## src/rtl/freq_step_ctrl.sv

```systemverilog
// freq_step_ctrl: conditions the Bt_Plus/Bt_Minus push-buttons (sync, debounce, auto-repeat)
// and maintains a saturating frequency index. Define FREQ_WRAP_EN to make the index wrap.
module freq_step_ctrl #(
  parameter int unsigned DEBOUNCE_CYC     = 500000,
  parameter int unsigned REPEAT_DELAY_CYC = 25000000,
  parameter int unsigned REPEAT_RATE_CYC  = 5000000,
  parameter int unsigned IDX_W            = 4,
  parameter int unsigned IDX_MAX          = 15,
  parameter int unsigned IDX_RESET        = 0
) (
  input  logic             sysclk,
  input  logic             reset,
  input  logic             Bt_Plus,
  input  logic             Bt_Minus,
  output logic [IDX_W-1:0] freq_idx,
  output logic             freq_changed,
  output logic             at_max,
  output logic             at_min
);

  localparam int unsigned N_BTN   = 2;
  localparam int unsigned DB_W    = (DEBOUNCE_CYC > 1) ? $clog2(DEBOUNCE_CYC) : 1;
  localparam int unsigned TMR_MAX = (REPEAT_DELAY_CYC > REPEAT_RATE_CYC) ?
                                    REPEAT_DELAY_CYC : REPEAT_RATE_CYC;
  localparam int unsigned TMR_W   = (TMR_MAX > 1) ? $clog2(TMR_MAX) : 1;

  typedef enum logic [1:0] {
    ST_IDLE,
    ST_FIRST,
    ST_DELAY,
    ST_REPEAT
  } btn_state_e;

  logic [N_BTN-1:0] btn_raw;
  logic [N_BTN-1:0] deb_lvl;
  logic [N_BTN-1:0] step_req;
  logic             lock_q;
  logic             lock_c;
  logic [IDX_W-1:0] idx_d;
  logic             chg_d;

  // Bit 0 is the increment button, bit 1 the decrement button.
  assign btn_raw = {Bt_Minus, Bt_Plus};

  // Lockout is visible in the cycle both buttons first read as pressed.
  assign lock_c = lock_q | (&deb_lvl);

  for (genvar g = 0; g < N_BTN; g++) begin : g_btn
    logic             sync1_q;
    logic             sync2_q;
    logic             deb_q;
    logic [DB_W-1:0]  db_cnt_q;
    btn_state_e       state_q;
    btn_state_e       state_d;
    logic [TMR_W-1:0] tmr_q;
    logic [TMR_W-1:0] tmr_d;
    logic             step_c;

    // Two-flop synchroniser for the asynchronous button level.
    always_ff @(posedge sysclk or negedge reset) begin
      if (!reset) begin
        sync1_q <= 1'b0;
        sync2_q <= 1'b0;
      end else begin
        sync1_q <= btn_raw[g];
        sync2_q <= sync1_q;
      end
    end

    // Accept a new level only after it has differed for DEBOUNCE_CYC consecutive cycles.
    always_ff @(posedge sysclk or negedge reset) begin
      if (!reset) begin
        deb_q    <= 1'b0;
        db_cnt_q <= '0;
      end else if (sync2_q == deb_q) begin
        db_cnt_q <= '0;
      end else if (db_cnt_q == DB_W'(DEBOUNCE_CYC - 1)) begin
        deb_q    <= sync2_q;
        db_cnt_q <= '0;
      end else begin
        db_cnt_q <= db_cnt_q + DB_W'(1);
      end
    end

    always_ff @(posedge sysclk or negedge reset) begin
      if (!reset) begin
        state_q <= ST_IDLE;
        tmr_q   <= '0;
      end else begin
        state_q <= state_d;
        tmr_q   <= tmr_d;
      end
    end

    // Release or lockout wins over any pending step in the same cycle.
    always_comb begin
      state_d = state_q;
      tmr_d   = tmr_q;
      step_c  = 1'b0;
      if (lock_c || !deb_q) begin
        state_d = ST_IDLE;
        tmr_d   = '0;
      end else begin
        case (state_q)
          ST_IDLE: begin
            state_d = ST_FIRST;
            tmr_d   = '0;
          end
          ST_FIRST: begin
            step_c  = 1'b1;
            state_d = ST_DELAY;
            tmr_d   = '0;
          end
          ST_DELAY: begin
            if (tmr_q == TMR_W'(REPEAT_DELAY_CYC - 1)) begin
              step_c  = 1'b1;
              state_d = ST_REPEAT;
              tmr_d   = '0;
            end else begin
              tmr_d = tmr_q + TMR_W'(1);
            end
          end
          ST_REPEAT: begin
            if (tmr_q == TMR_W'(REPEAT_RATE_CYC - 1)) begin
              step_c = 1'b1;
              tmr_d  = '0;
            end else begin
              tmr_d = tmr_q + TMR_W'(1);
            end
          end
          default: begin
            state_d = ST_IDLE;
            tmr_d   = '0;
          end
        endcase
      end
    end

    assign deb_lvl[g]  = deb_q;
    assign step_req[g] = step_c;
  end

  // Lockout holds until both debounced levels have returned low.
  always_ff @(posedge sysclk or negedge reset) begin
    if (!reset) begin
      lock_q <= 1'b0;
    end else begin
      lock_q <= (&deb_lvl) | (lock_q & (|deb_lvl));
    end
  end

  // Apply a step; lockout guarantees at most one request per cycle.
  always_comb begin
    idx_d = freq_idx;
    chg_d = 1'b0;
    if (step_req[0]) begin
      if (freq_idx != IDX_W'(IDX_MAX)) begin
        idx_d = freq_idx + IDX_W'(1);
        chg_d = 1'b1;
      end
`ifdef FREQ_WRAP_EN
      else begin
        idx_d = '0;
        chg_d = 1'b1;
      end
`endif
    end else if (step_req[1]) begin
      if (freq_idx != '0) begin
        idx_d = freq_idx - IDX_W'(1);
        chg_d = 1'b1;
      end
`ifdef FREQ_WRAP_EN
      else begin
        idx_d = IDX_W'(IDX_MAX);
        chg_d = 1'b1;
      end
`endif
    end
  end

  always_ff @(posedge sysclk or negedge reset) begin
    if (!reset) begin
      freq_idx     <= IDX_W'(IDX_RESET);
      freq_changed <= 1'b0;
      at_max       <= (IDX_RESET == IDX_MAX);
      at_min       <= (IDX_RESET == 0);
    end else begin
      freq_idx     <= idx_d;
      freq_changed <= chg_d;
      at_max       <= (idx_d == IDX_W'(IDX_MAX));
      at_min       <= (idx_d == '0);
    end
  end

endmodule

```

## config.mk

```make
export PLATFORM = sky130hd
export DESIGN_NAME = freq_step_ctrl
export DESIGN_NICKNAME = d
export VERILOG_FILES = /design/src/rtl/freq_step_ctrl.sv
export SDC_FILE = /design/constraint.sdc
export NUM_CORES = 1
export LEC_CHECK = 0
export CORE_MARGIN = 2
export CORE_UTILIZATION = 55
export CTS_CLUSTER_SIZE = 30
export DETAILED_ROUTE_END_ITERATION = 16
export GPL_TIMING_DRIVEN = 0
export PLACE_DENSITY = 0.81
export SLEW_MARGIN = 10
export SYNTH_ARGS = -nofsm -noshare
export SYNTH_HDL_FRONTEND = slang
export SYNTH_SLANG_ARGS = --single-unit
```

## constraint.sdc

```tcl
create_clock -name sysclk -period 2.8 [get_ports sysclk]
set_clock_uncertainty 0.1 [all_clocks]
set_input_delay 0.42 -clock sysclk [delete_from_list [all_inputs] [get_ports sysclk]]
set_output_delay 0.42 -clock sysclk [all_outputs]
set_load 0.1 [all_outputs]
```

## Word level (Yosys, flattened, before mapping)

Cells that the tools add are included.

| word-level totals | value |
|---|---|
| bits in registers | 106 |
| input bits | 4 |
| output and inout bits | 7 |
| logic and storage cells | 98 |

| operators by class | value |
|---|---|
| add/subtract/negate cells | 6 |
| equality and inequality tests | 18 |
| mux-type cells | 34 |
| bitwise operators | 5 |
| reduce and logical (&&, ||, !) cells | 18 |

Operator list:

| cell | number |
|---|---|
| $mux W25 | 6 |
| $pmux W25 S3 | 2 |
| $mux W19 | 4 |
| $add A25 B1 Y25 const B | 2 |
| $eq A25 B23 Y1 const B | 2 |
| $eq A25 B25 Y1 const B | 2 |
| $add A19 B1 Y19 const B | 2 |
| $eq A19 B19 Y1 const B | 2 |
| $mux W4 | 4 |
| $pmux W2 S3 | 2 |
| $reduce_bool A4 Y1 | 3 |
| $mux W1 | 10 |
| $reduce_and A2 Y1 | 5 |
| $eq A2 B2 Y1 const B | 4 |
| $mux W2 | 4 |
| $ne A3 B3 Y1 const B | 2 |
| $pmux W1 S3 | 2 |
| $reduce_or A2 Y1 | 3 |
| $add A4 B1 Y4 const B | 1 |
| $eq A2 B1 Y1 const B | 2 |
| $eq A4 B4 Y1 const B | 1 |
| $logic_not A2 Y1 | 2 |
| $logic_not A4 Y1 | 1 |
| $ne A4 B4 Y1 const B | 1 |
| 7 further kinds | 12 |

## Logic depth before layout (Yosys ltp)

| logic depth | value |
|---|---|
| word-level depth | 7 |
| gate-level depth with buffers | 10 |
| mapped depth without buffers | 8 |

## Worst setup path before layout

No wires, ideal clock.

| timing path | value |
|---|---|
| path kind | reg2reg |
| from | register g_btn[0].tmr_q[20] |
| to | register at_min |
| library setup time | 0.090 ns |
| data arrival time | 2.279 ns |
| data required time | 2.610 ns |
| setup slack | 0.331 ns |
| stages on the path, launching flop included | 8 |
| path buffers | 0 |
| period minus slack after synthesis | 2.469 ns |
| cell sequence | dfrtp_1 or4b_1 nor4_2 a31oi_2 a21boi_4 a21oi_1 o32a_4 nor4_2 |

| on the way | value |
|---|---|
| cells in the longest elaborated chain, start to end | 6 |
| elaborated cells between the ends (all ways) | 8 |
| those cells by class | 2 x eq/ne; 5 x mux; 1 x reduce/logical |

RTL lines:

| item | line | text |
|---|---|---|
| start, declared | 55 | `logic [TMR_W-1:0] tmr_q;` |
| start signal, assigned | 91 | `tmr_q <= tmr_d;` |
| $eq A25 B23 Y1 or $eq A25 B25 Y1 (tied branches) | 124, 115 |  |
| $mux W1, on equally long branches | 124, 115 |  |
| $pmux W1 S3 (*) | 104 | `case (state_q)` |
| $mux W1 (*) | 100 | `if (lock_c \|\| !deb_q) begin` |
| $mux W4 (*) | 156 | `if (step_req[0]) begin` |
| via idx_d[1] | 39 | `logic [IDX_W-1:0] idx_d;` |
| $logic_not A4 Y1 (*) | 191 | `at_min <= (idx_d == '0);` |
| end signal, assigned | 186 | `at_min <= (IDX_RESET == 0);` |
| end signal, assigned | 191 |  |
| end, declared | 18 | `output logic at_min` |

Mark *: on every way through the listed nets, which the timed path passes. The rest lies on a longest branch.
A chain may end at the register's enable or synchronous reset.

## Worst setup path in the final report

Same ends and word-level chain as after synthesis.

==> impl_results.md <==
* Maximum VDD drop at 222.2 uV
* WP data arrival at 2.87 ns
* Area growth from synthesis to layout at 10.24%
* Cell Pwr Density at 429.3 mW/mm^2
* N_diodes at 0
* Flops & latches, synth at 106
* CP endpoint: at_min$_DFF_PN1_
* Initial antenna violation count at 0
* Crit. Startpoint: g_btn[0].tmr_q[20]$_DFF_PN0_
* Crit path max fanout at 6
* Routed len/inst at 14.07 um
* Dominant cell type by area after synthesis: dfrtp_1
* Yosys top cell area share at 0.4900
* Fillers at 799
* DRC viols at 0
* Mapped Avg Cell Area at 9.968 sq um
* Nature of the critical path endpoint: flip-flop
* Routed via count at 3838
* Worst-Skew Late Latency at 0.38 ns
* Ranking of synthesized cells by area: dfrtp_1 (49%), xor2_1 (8.5%), nor2_1 (7.4%)
* Core area at 0.009639 sq mm
* DP Worst Slack at 0.07667 ns
* Die W at 102.7 um
* Post-synthesis sequential area ratio at 0.4949
* Fin Hold WS at 0.2862 ns
* Post-route cell area at 0.005912 sq mm
* Hold Crit Class: reg2reg
* First-pass GRT wire length at 17.19 mm
* Area after DPL at 0.005658 sq mm
* H-tree depth at 3
* R2r worst-path depth at 7
* Design Power at 2.538 mW
* Mapped cell area at 0.005363 sq mm
* Top FF cell, synth: dfrtp_1
* Total Wirelength at 9.851 mm
* PnR worst setup slack at 0.1198 ns
* Max-cap viol count at 0
* Sum Neg Setup Slack at 0 ns
* Distinct cells, synth at 59
* CTS clk-pin slew, worst paths at 0.10 ns
* Routability Congestion at 0.7886
* WS Path Type: reg2reg
* CP Launch Type: flip-flop
* # IOs at 11
* Max Slew Vio Count at 0
* Grt ovf at 0
* R2r endpoint: at_min$_DFF_PN1_
* Initial core utilization at 0.5563
* Root Driver: clkbuf_8
* Actual slew at the worst max-slew pin at 0.9903 ns
* Overall routing resource usage at 0.2055
* I/O Buffers at 10
* Final nets at 580
* Min Tclk post-route at 2.680 ns
* Final Hold Violating Endpoints at 0
* DRT Pass-1 Iters at 4
* R2r setup slk at 0.12 ns
* Worst Path Required at 2.99 ns
* Largest net degree at the start of global routing at 95
* Synthesis Warnings at 0
* Leak at 2.498 nW
* Setup violators final at 0
* # rows at 36
* Mapped Nets at 556
* Fin crit share at 0.9572
* Num CTS Buffers at 9
* Vias in the first global route at 3807
* RSZ-0062 raised after global routing: no
* Post-DP HPWL at 6.749 mm
* CTS tree: yes
* Mapped Cells at 538
* First-iteration detailed-routing DRC count at 151
* Slew HR at 0.3377
* Die height at 102.7 um
* Via density at 5.483
* Clock Tree Buf Depth at 2
* Max Clock Freq at 373.1 MHz
* Die footprint at 0.01056 sq mm
* Hold Startpoint: g_btn[0].sync1_q$_DFF_PN0_
* CTS sink count at 106
* Layout cells sized above 1 at 0.08642
* ANT nets after route at 0
* Outcome: completed
* R2r startpoint: g_btn[0].tmr_q[20]$_DFF_PN0_
* FFs w/ async S/R, synth at 1.000
* Number of flops mapped to enable cells by yosys at 0
worst max-delay path, stage by stage (launching register included):
cell	delay (ns)
dfrtp_1	0.46
or4b_1	0.60
nor4_4	0.31
a31oi_2	0.19
a21boi_4	0.24
a21oi_1	0.11
o32a_4	0.33
nor4_2	0.26
cell type report:
class	count	area, sq um	share of cell area
Clock inverter	5	43.79	0.007407
Multi-Input combinational cell	406	2646	0.4476
Clock buffer	11	151.4	0.02561
Tap cell	133	166.4	0.02815
Sequential cell	106	2654	0.4489
Buffer	12	51.30	0.008677
Inverter	14	52.55	0.008889
Timing Repair Buffer	13	146.4	0.02476
cell usage in the layout (no fill, tap or decap), drive strengths merged, types with 3 or more instances in the layout:
master	count
buf	3
o21ai	5
and4	7
inv	16
and3	22
xnor2	28
or4	3
a21oi	6
ha	14
dfrtp	105
nand3	30
a31oi	4
and2	5
nor4	7
clkdlybuf4s50	9
nand4	15
clkbuf	23
xor2	52
nor3	4
mux2i	3
nor4bb	3
nand2	52
or3	4
nor2	106
registers in the layout (all words and copies together), names as in the netlist:
name	count
freq_idx	4
g_btn.sync2_q	2
g_btn.state_q	4
at_max	1
lock_q	1
freq_changed	1
g_btn.db_cnt_q	38
g_btn.tmr_q	50
at_min	1
g_btn.sync1_q	2
g_btn.deb_q	2
worst min-delay path by stage:
stage,to,slack [ns],depth (start not counted)
floorplan,at_max$_DFF_PN0_,0.02,0
global placement,g_btn[0].sync2_q$_DFF_PN0_,0.26,0
detailed placement,g_btn[1].tmr_q[9]$_DFF_PN0_,0.15,1
CTS,g_btn[1].sync2_q$_DFF_PN0_,0.29,0
global route,g_btn[0].sync2_q$_DFF_PN0_,0.30,0
finish,g_btn[0].sync2_q$_DFF_PN0_,0.29,0
per-layer routing:
layer  global-route usage  share of wire
met1               0.2813           0.48
met5                    0              0
met2               0.3278           0.48
met4              0.07692          0.014
met3              0.03932          0.026
repair_timing:
item | 4_1_cts | 5_1_grt
setup endpoints to repair | 0 | 42
hold buffers | 1 | 0
setup buffers | 0 | 1
resized for setup | 0 | 14
hold endpoints to repair | 12 | 0
power by group:
part	switching [mW]	internal, mW	total (mW)
Sequential	0.00841	1.54	1.55
Combinational	0.0449	0.0187	0.0636
Clock	0.543	0.383	0.927
cells in the mapped netlist, types with 6 or more instances:
| library cell | number |
|---|---|
| and3_1 | 21 |
| clkbuf_1 | 11 |
| a21oi_1 | 6 |
| nor2_1 | 106 |
| xor2_1 | 52 |
| dfrtp_1 | 105 |
| inv_1 | 14 |
| ha_1 | 14 |
| nand4_1 | 14 |
| nand2_1 | 52 |
| xnor2_1 | 28 |
| nand3_1 | 30 |
kinds of logic (layout without fill, tap and decap cells):
family	after synthesis	count (layout)	synth area share
AO/OA/AOI/OAI	31	31	0.04993
AND/OR/NAND/NOR	275	275	0.2620
flip-flops	106	106	0.4949
XOR/XNOR	80	80	0.1307
buffers and inverters	26	55	0.01820
adder cells (fa/ha/maj)	15	15	0.03453
multiplexers	5	5	0.009799
per-stage QoR:
stage / instances / util
after floorplan: 538 / -
after global placement: 681 / 0.5840
after detailed placement: 682 / 0.5870
after CTS: 699 / 0.6083
after global routing: 700 / 0.6133
final: 700 / 0.6133
Power figures use the tool's default switching activity.
==> patch 1: new RTL, same flow settings <==
Change the parameter `REPEAT_DELAY_CYC` from 25000000 to 12500000.
--- a/src/rtl/freq_step_ctrl.sv
+++ b/src/rtl/freq_step_ctrl.sv
@@ -4,3 +4,3 @@
   parameter int unsigned DEBOUNCE_CYC     = 500000,
-  parameter int unsigned REPEAT_DELAY_CYC = 25000000,
+  parameter int unsigned REPEAT_DELAY_CYC = 12500000,
   parameter int unsigned REPEAT_RATE_CYC  = 5000000,
Check against the original RTL: no difference found for any inputs over 10 cycles, from zero or initial values and one cycle with reset low; that may be too few to reach the edited logic, so the function may still have changed.
==> patch 1 against the unedited design <==
The flow now finishes with violations (negative setup slack). Sequential cell count is 2 lower. Synthesized cell count is 3.3% lower. Critical path depth rose by 1. Routed wire length decreased by 0.53%. Total power rose by 7.1%. Utilization grew 1.8 points. Worst setup slack got worse by 150 ps. Design area decreased by 1.9%. Combinational power shrank 4.4%. Clock power rose by 23%. Final cell count decreased by 5.0%. Synthesized area is 3.2% lower. Critical path type unchanged. Critical endpoint is now at_max$_DFF_PN0_. Highest routed layer unchanged.
==> patch 1: results (changes against the unedited design) <==
Status -> finished, violations left (was complete, no violations)
Failing checks -> negative setup slack
Final worst slack -> -27.83 ps (was 119.8 ps)
Setup violations, final -> 1 (was 0)
DRT iter0 DRCs -> 144 (was 151)
Sequential fraction of the synthesis area -> 50.14% (was 49.49%)
Slew headroom -> 35.11% (was 33.77%)
Global Route Usage Sum -> 20.83% (was 20.55%)
Synth cell count leaders -> nor2_1 (110), dfrtp_1 (103), xor2_1 (52) (was nor2_1 (106), dfrtp_1 (105), nand2_1 (52), xor2_1 (52), nand3_1 (30))
Worst path arrival time -> 3020 ps (was 2870 ps)
Family with the most delay on the worst path -> compound AO/OA/AOI/OAI gates (was simple AND/OR/NAND/NOR gates)
Insertion delay to the later sink of the worst-skew pair -> 350 ps (was 380 ps)
CP Max Fanout -> 4 (was 6)
RePlAce Congestion -> 0.8660 (was 0.7886)
Number of distinct library cells after synthesis -> 50 (was 59)
CP peak stage delay -> 500 ps (was 600 ps)
P_leak -> 2.437 nW (was 2.498 nW)
Mux cell area share after synthesis -> 1.036% (was 0.9799%)
Syn_nets -> 538 (was 556)
Worst r2r path cells -> 8 (was 7)
Slowest CP cell -> o41a_1 (was or4b_1)
First-pass GRT wire length -> 17.11 mm (was 17.19 mm)
Peak VDD IR -> 0.4122 mV (was 0.2222 mV)
Drt wl/cell -> 14.74 µm (was 14.07 µm)
Worst Setup SP -> g_btn[0].tmr_q[16]$_DFF_PN0_ (was g_btn[0].tmr_q[20]$_DFF_PN0_)
[patch 1: cell count changes in the layout (fill, tap and decap cells not counted), sizes merged, moves of 4 or more]
| cell | delta |
|---|---|
| nand2 | -13 |
| buf | +8 |
| clkbuf | -5 |
| nand3 | +5 |
| a221oi | +4 |
| a31oi | -4 |
| nor2 | +4 |
[patch 1: cells by family (layout without fill, tap and decap cells)]
| logic type | Yosys count | count (layout) |
|---|---|---|
| simple gates | 266 | 266 |
| flops | 104 | 104 |
| xor+xnor | 80 | 80 |
| compound gates | 27 | 27 |
| buf+inv | 24 | 58 |
| fa+ha+maj | 14 | 14 |
| mux | 5 | 5 |
[patch 1: power by group]
| group | switching [mW] | internal (mW) |
|---|---|---|
| logic | 0.0444 | 0.0164 |
| registers | 0.00869 | 1.51 |
| clock network | 0.514 | 0.623 |
| total | 0.567 | 2.15 |
[patch 1: final cells by class]
class | instances | area (µm²)
fill | 693 | 3395
clock inverter | 6 | 115.1
clock buffer | 10 | 137.6
tap | 111 | 138.9
multi-input combinational | 392 | 2532
sequential | 104 | 2605
buffer | 9 | 42.54
inverter | 14 | 52.55
timing repair buffer | 19 | 177.7
[patch 1: how the worst min path moves through the flow]
| stage | startpoint | endpoint | slack (ps) | depth (start not counted) |
|---|---|---|---|---|
| floorplan | reset | at_max$_DFF_PN0_ | 20 | 0 |
| global placement | g_btn[1].sync1_q$_DFF_PN0_ | g_btn[1].sync2_q$_DFF_PN0_ | 230 | 0 |
| detailed placement | g_btn[1].sync1_q$_DFF_PN0_ | g_btn[1].sync2_q$_DFF_PN0_ | 230 | 0 |
| CTS | reset | g_btn[0].db_cnt_q[11]$_DFF_PN0_ | 60 | 1 |
| global route | reset | g_btn[0].db_cnt_q[11]$_DFF_PN0_ | 80 | 1 |
| finish | reset | g_btn[0].db_cnt_q[11]$_DFF_PN0_ | 20 | 1 |
[patch 1: layer usage]
metal | wire length [µm] | part of all wire, % | global-route usage [%]
met5 | 0 | 0 | 0
met2 | 4869 | 50 | 34.49
met3 | 368 | 3.8 | 3.727
met4 | 147 | 1.5 | 8.004
met1 | 4413 | 45 | 27.53
[patch 1: worst reg2reg max path, cell delays in order, from the launching register on]
cell and delay [ps]:
dfrtp_2 470, nor4b_4 330, nand4_1 190, o41a_1 500, a221oi_4 340, buf_4 190
a221oi_2 80, a311oi_4 330, and4_1 230
[patch 1: timing repair]
action / in CTS / in global routing
pin swaps: 5 / 8
setup buffers: 5 / 3
endpoints found under the setup margin: 2 / 31
resized for setup: 5 / 11
hold buffers: 0 / 0
hold endpoints to repair: 0 / 0
[patch 1: through the flow]
step	setup TNS, ps	instances
after detailed placement	-77.21	642
final	-27.83	665
after CTS	-0.1117	663
after global routing	-145.3	665
after global placement	-265410	641
after floorplan	0	520
==> patch 2: new RTL, same settings <==
Without the edit above. Put one more register stage on the output `at_min`, cleared by the reset. The value now appears one clock later. The other outputs are not delayed to match.
--- a/src/rtl/freq_step_ctrl.sv
+++ b/src/rtl/freq_step_ctrl.sv
@@ -33,2 +33,4 @@
 
+  logic at_min_s0;
+
   logic [N_BTN-1:0] btn_raw;
@@ -185,3 +187,3 @@
       at_max       <= (IDX_RESET == IDX_MAX);
-      at_min       <= (IDX_RESET == 0);
+      at_min_s0    <= (IDX_RESET == 0);
     end else begin
@@ -190,3 +192,11 @@
       at_max       <= (idx_d == IDX_W'(IDX_MAX));
-      at_min       <= (idx_d == '0);
+      at_min_s0    <= (idx_d == '0);
+    end
+  end
+
+  always_ff @(posedge sysclk or negedge reset) begin
+    if (!reset) begin
+      at_min <= '0;
+    end else begin
+      at_min <= at_min_s0;
     end
Formal check against the unedited RTL: not equivalent (Yosys sat finds a counterexample within 4 cycles, from zero or initial values and one cycle with reset low).
==> patch 2 against the unedited design <==
The flow now finishes with violations (negative setup slack). Synthesized area increased by 0.44%. First-iteration DRC count rose by 24%. Total power rose by 1.4%. Worst setup slack worse by 230 ps. Via count grew 2.8%. Sequential cell count grew 1. Design area rose by 0.91%. Routed wire length up 1.4%. Critical path type unchanged. Critical endpoint is now at_max$_DFF_PN0_. Largest power group unchanged.
==> patch 2: results (changes against the unedited design) <==
Syn_nets -> 579 (was 556)
First-pass GRT wire length -> 17.44 mm (was 17.19 mm)
Final worst slack -> -114.4 ps (was 119.8 ps)
Top sig layer -> met4 (unchanged)
Global Route Usage Sum -> 20.89% (was 20.55%)
Switching power -> 0.6060 mW (was 0.5968 mW)
Met1 wire length -> 4.478 mm (was 4.755 mm)
Share of layout cells above drive strength 1 -> 8.615% (was 8.642%)
Finished Layout Cells -> 725 (was 700)
Sequential share of power -> 60.7% (was 61.0%)
Number of distinct library cells after synthesis -> 48 (was 59)
Clock transition at path regs -> 110 ps
Slew @ Worst Pin -> 965.2 ps (was 990.3 ps)
P_leak -> 2.445 nW (was 2.498 nW)
Peak VDD IR -> 0.4416 mV (was 0.2222 mV)
Setup TNS -> -176.4 ps (was 0 ps)
Largest net degree at the start of global routing -> 71 (was 95)
Post-Place Cell Area -> 0.005682 mm² (was 0.005658 mm²)
Number of inserted diodes -> 0 (unchanged)
Inst Count DP -> 703 (was 682)
YS warnings -> 0 (unchanged)
CP Max Fanout -> 3 (was 6)
Via density per instance -> 5.440 (was 5.483)
Post-Synthesis Cells -> 559 (was 538)
Failing checks -> negative setup slack
Setup violations, final -> 2 (was 0)
Grt met3 use -> 4.746% (was 3.932%)
Nets -> 607 (was 580)
Wire length on met2 -> 5.017 mm (was 4.701 mm)
Hold Path Class -> reg -> reg (unchanged)
Sequential fraction of the synthesis area -> 49.73% (was 49.49%)
GR Util met1 -> 26.07% (was 28.13%)
Metal3 WL -> 275 µm (was 255 µm)
Clock Root Buffer -> clkbuf_8 (unchanged)
DRT iter0 DRCs -> 187 (was 151)
Worst path arrival time -> 3130 ps (was 2870 ps)
RePlAce Congestion -> 0.8275 (was 0.7886)
Initial antenna violation count -> 0 (unchanged)
Final WL -> 9.987 mm (was 9.851 mm)
Met2 Use GR -> 35.51% (was 32.78%)
Pre-CTS setup slack -> -230.7 ps (was 76.67 ps)
Largest cells by area after synthesis -> dfrtp_1 (49%), nor2_1 (8.0%), xor2_1 (7.6%) (was dfrtp_1 (49%), xor2_1 (8.5%), nor2_1 (7.4%))
Status -> finished, violations left (was complete, no violations)
Vias in the first global route -> 3948 (was 3807)
Slowest CP cell -> or4b_4 (was or4b_1)
Sequential power -> 1.56 mW
Post-DP HPWL -> 7.159 mm (was 6.749 mm)
Synth cell count leaders -> nor2_1 (115), dfrtp_1 (106), nand2_1 (58) (was nor2_1 (106), dfrtp_1 (105), nand2_1 (52), xor2_1 (52), nand3_1 (30))
CP peak stage delay -> 550 ps (was 600 ps)
==> patch 2: cell types whose count changed after synthesis, sizes merged, moves of 4 or more <==
cell | before | now
and3 | 22 | 18
nor2 | 106 | 115
nor3 | 4 | 9
xnor2 | 28 | 33
a31oi | 4 | 0
xor2 | 52 | 47
nand2 | 52 | 58
nand4 | 15 | 10
==> patch 2: path summary, 6_finish.rpt <==
check / startpoint / endpoint / slack, ps / cells after the start
max in group asynchronous: reset / g_btn[1].state_q[1]$_DFFE_PN0P_ / 1530 / 3
worst min-delay path: g_btn[0].sync1_q$_DFF_PN0_ / g_btn[0].sync2_q$_DFF_PN0_ / 260 / 0
worst min register to register: g_btn[0].sync1_q$_DFF_PN0_ / g_btn[0].sync2_q$_DFF_PN0_ / 260 / 0
min in group asynchronous: reset / g_btn[1].tmr_q[16]$_DFF_PN0_ / 410 / 2
worst max-delay path: g_btn[1].tmr_q[16]$_DFF_PN0_ / at_max$_DFF_PN0_ / -110 / 7
worst max register to register: g_btn[1].tmr_q[16]$_DFF_PN0_ / at_max$_DFF_PN0_ / -110 / 7
==> patch 2: cell type report <==
cell class              count  area (µm²)
multi-input cells         426        2635
flip-flops and latches    107        2680
clock inverters             5       53.80
inverters                  17       63.81
repair buffers             17       176.4
well taps                 133       166.4
fillers                   808        3674
clock buffers              11       151.4
plain buffers               9       38.79
==> patch 2: cells by family after synthesis <==
kind of cell    Yosys count  synth area share, %
compound gates           35                4.460
mux                       2               0.4181
flops                   107                49.73
buf+inv                  26                1.812
fa+ha+maj                16                3.717
xor+xnor                 80                13.01
simple gates            293                26.85
==> patch 2: repair_timing <==
item | CTS | global route
setup endpoints to repair | 26 | 44
hold endpoints to repair | 36 | 0
resized for setup | 7 | 11
pin swaps | 0 | 1
buffers inserted | 5 | 0
hold buffers | 1 | 0
gates cloned | 0 | 0
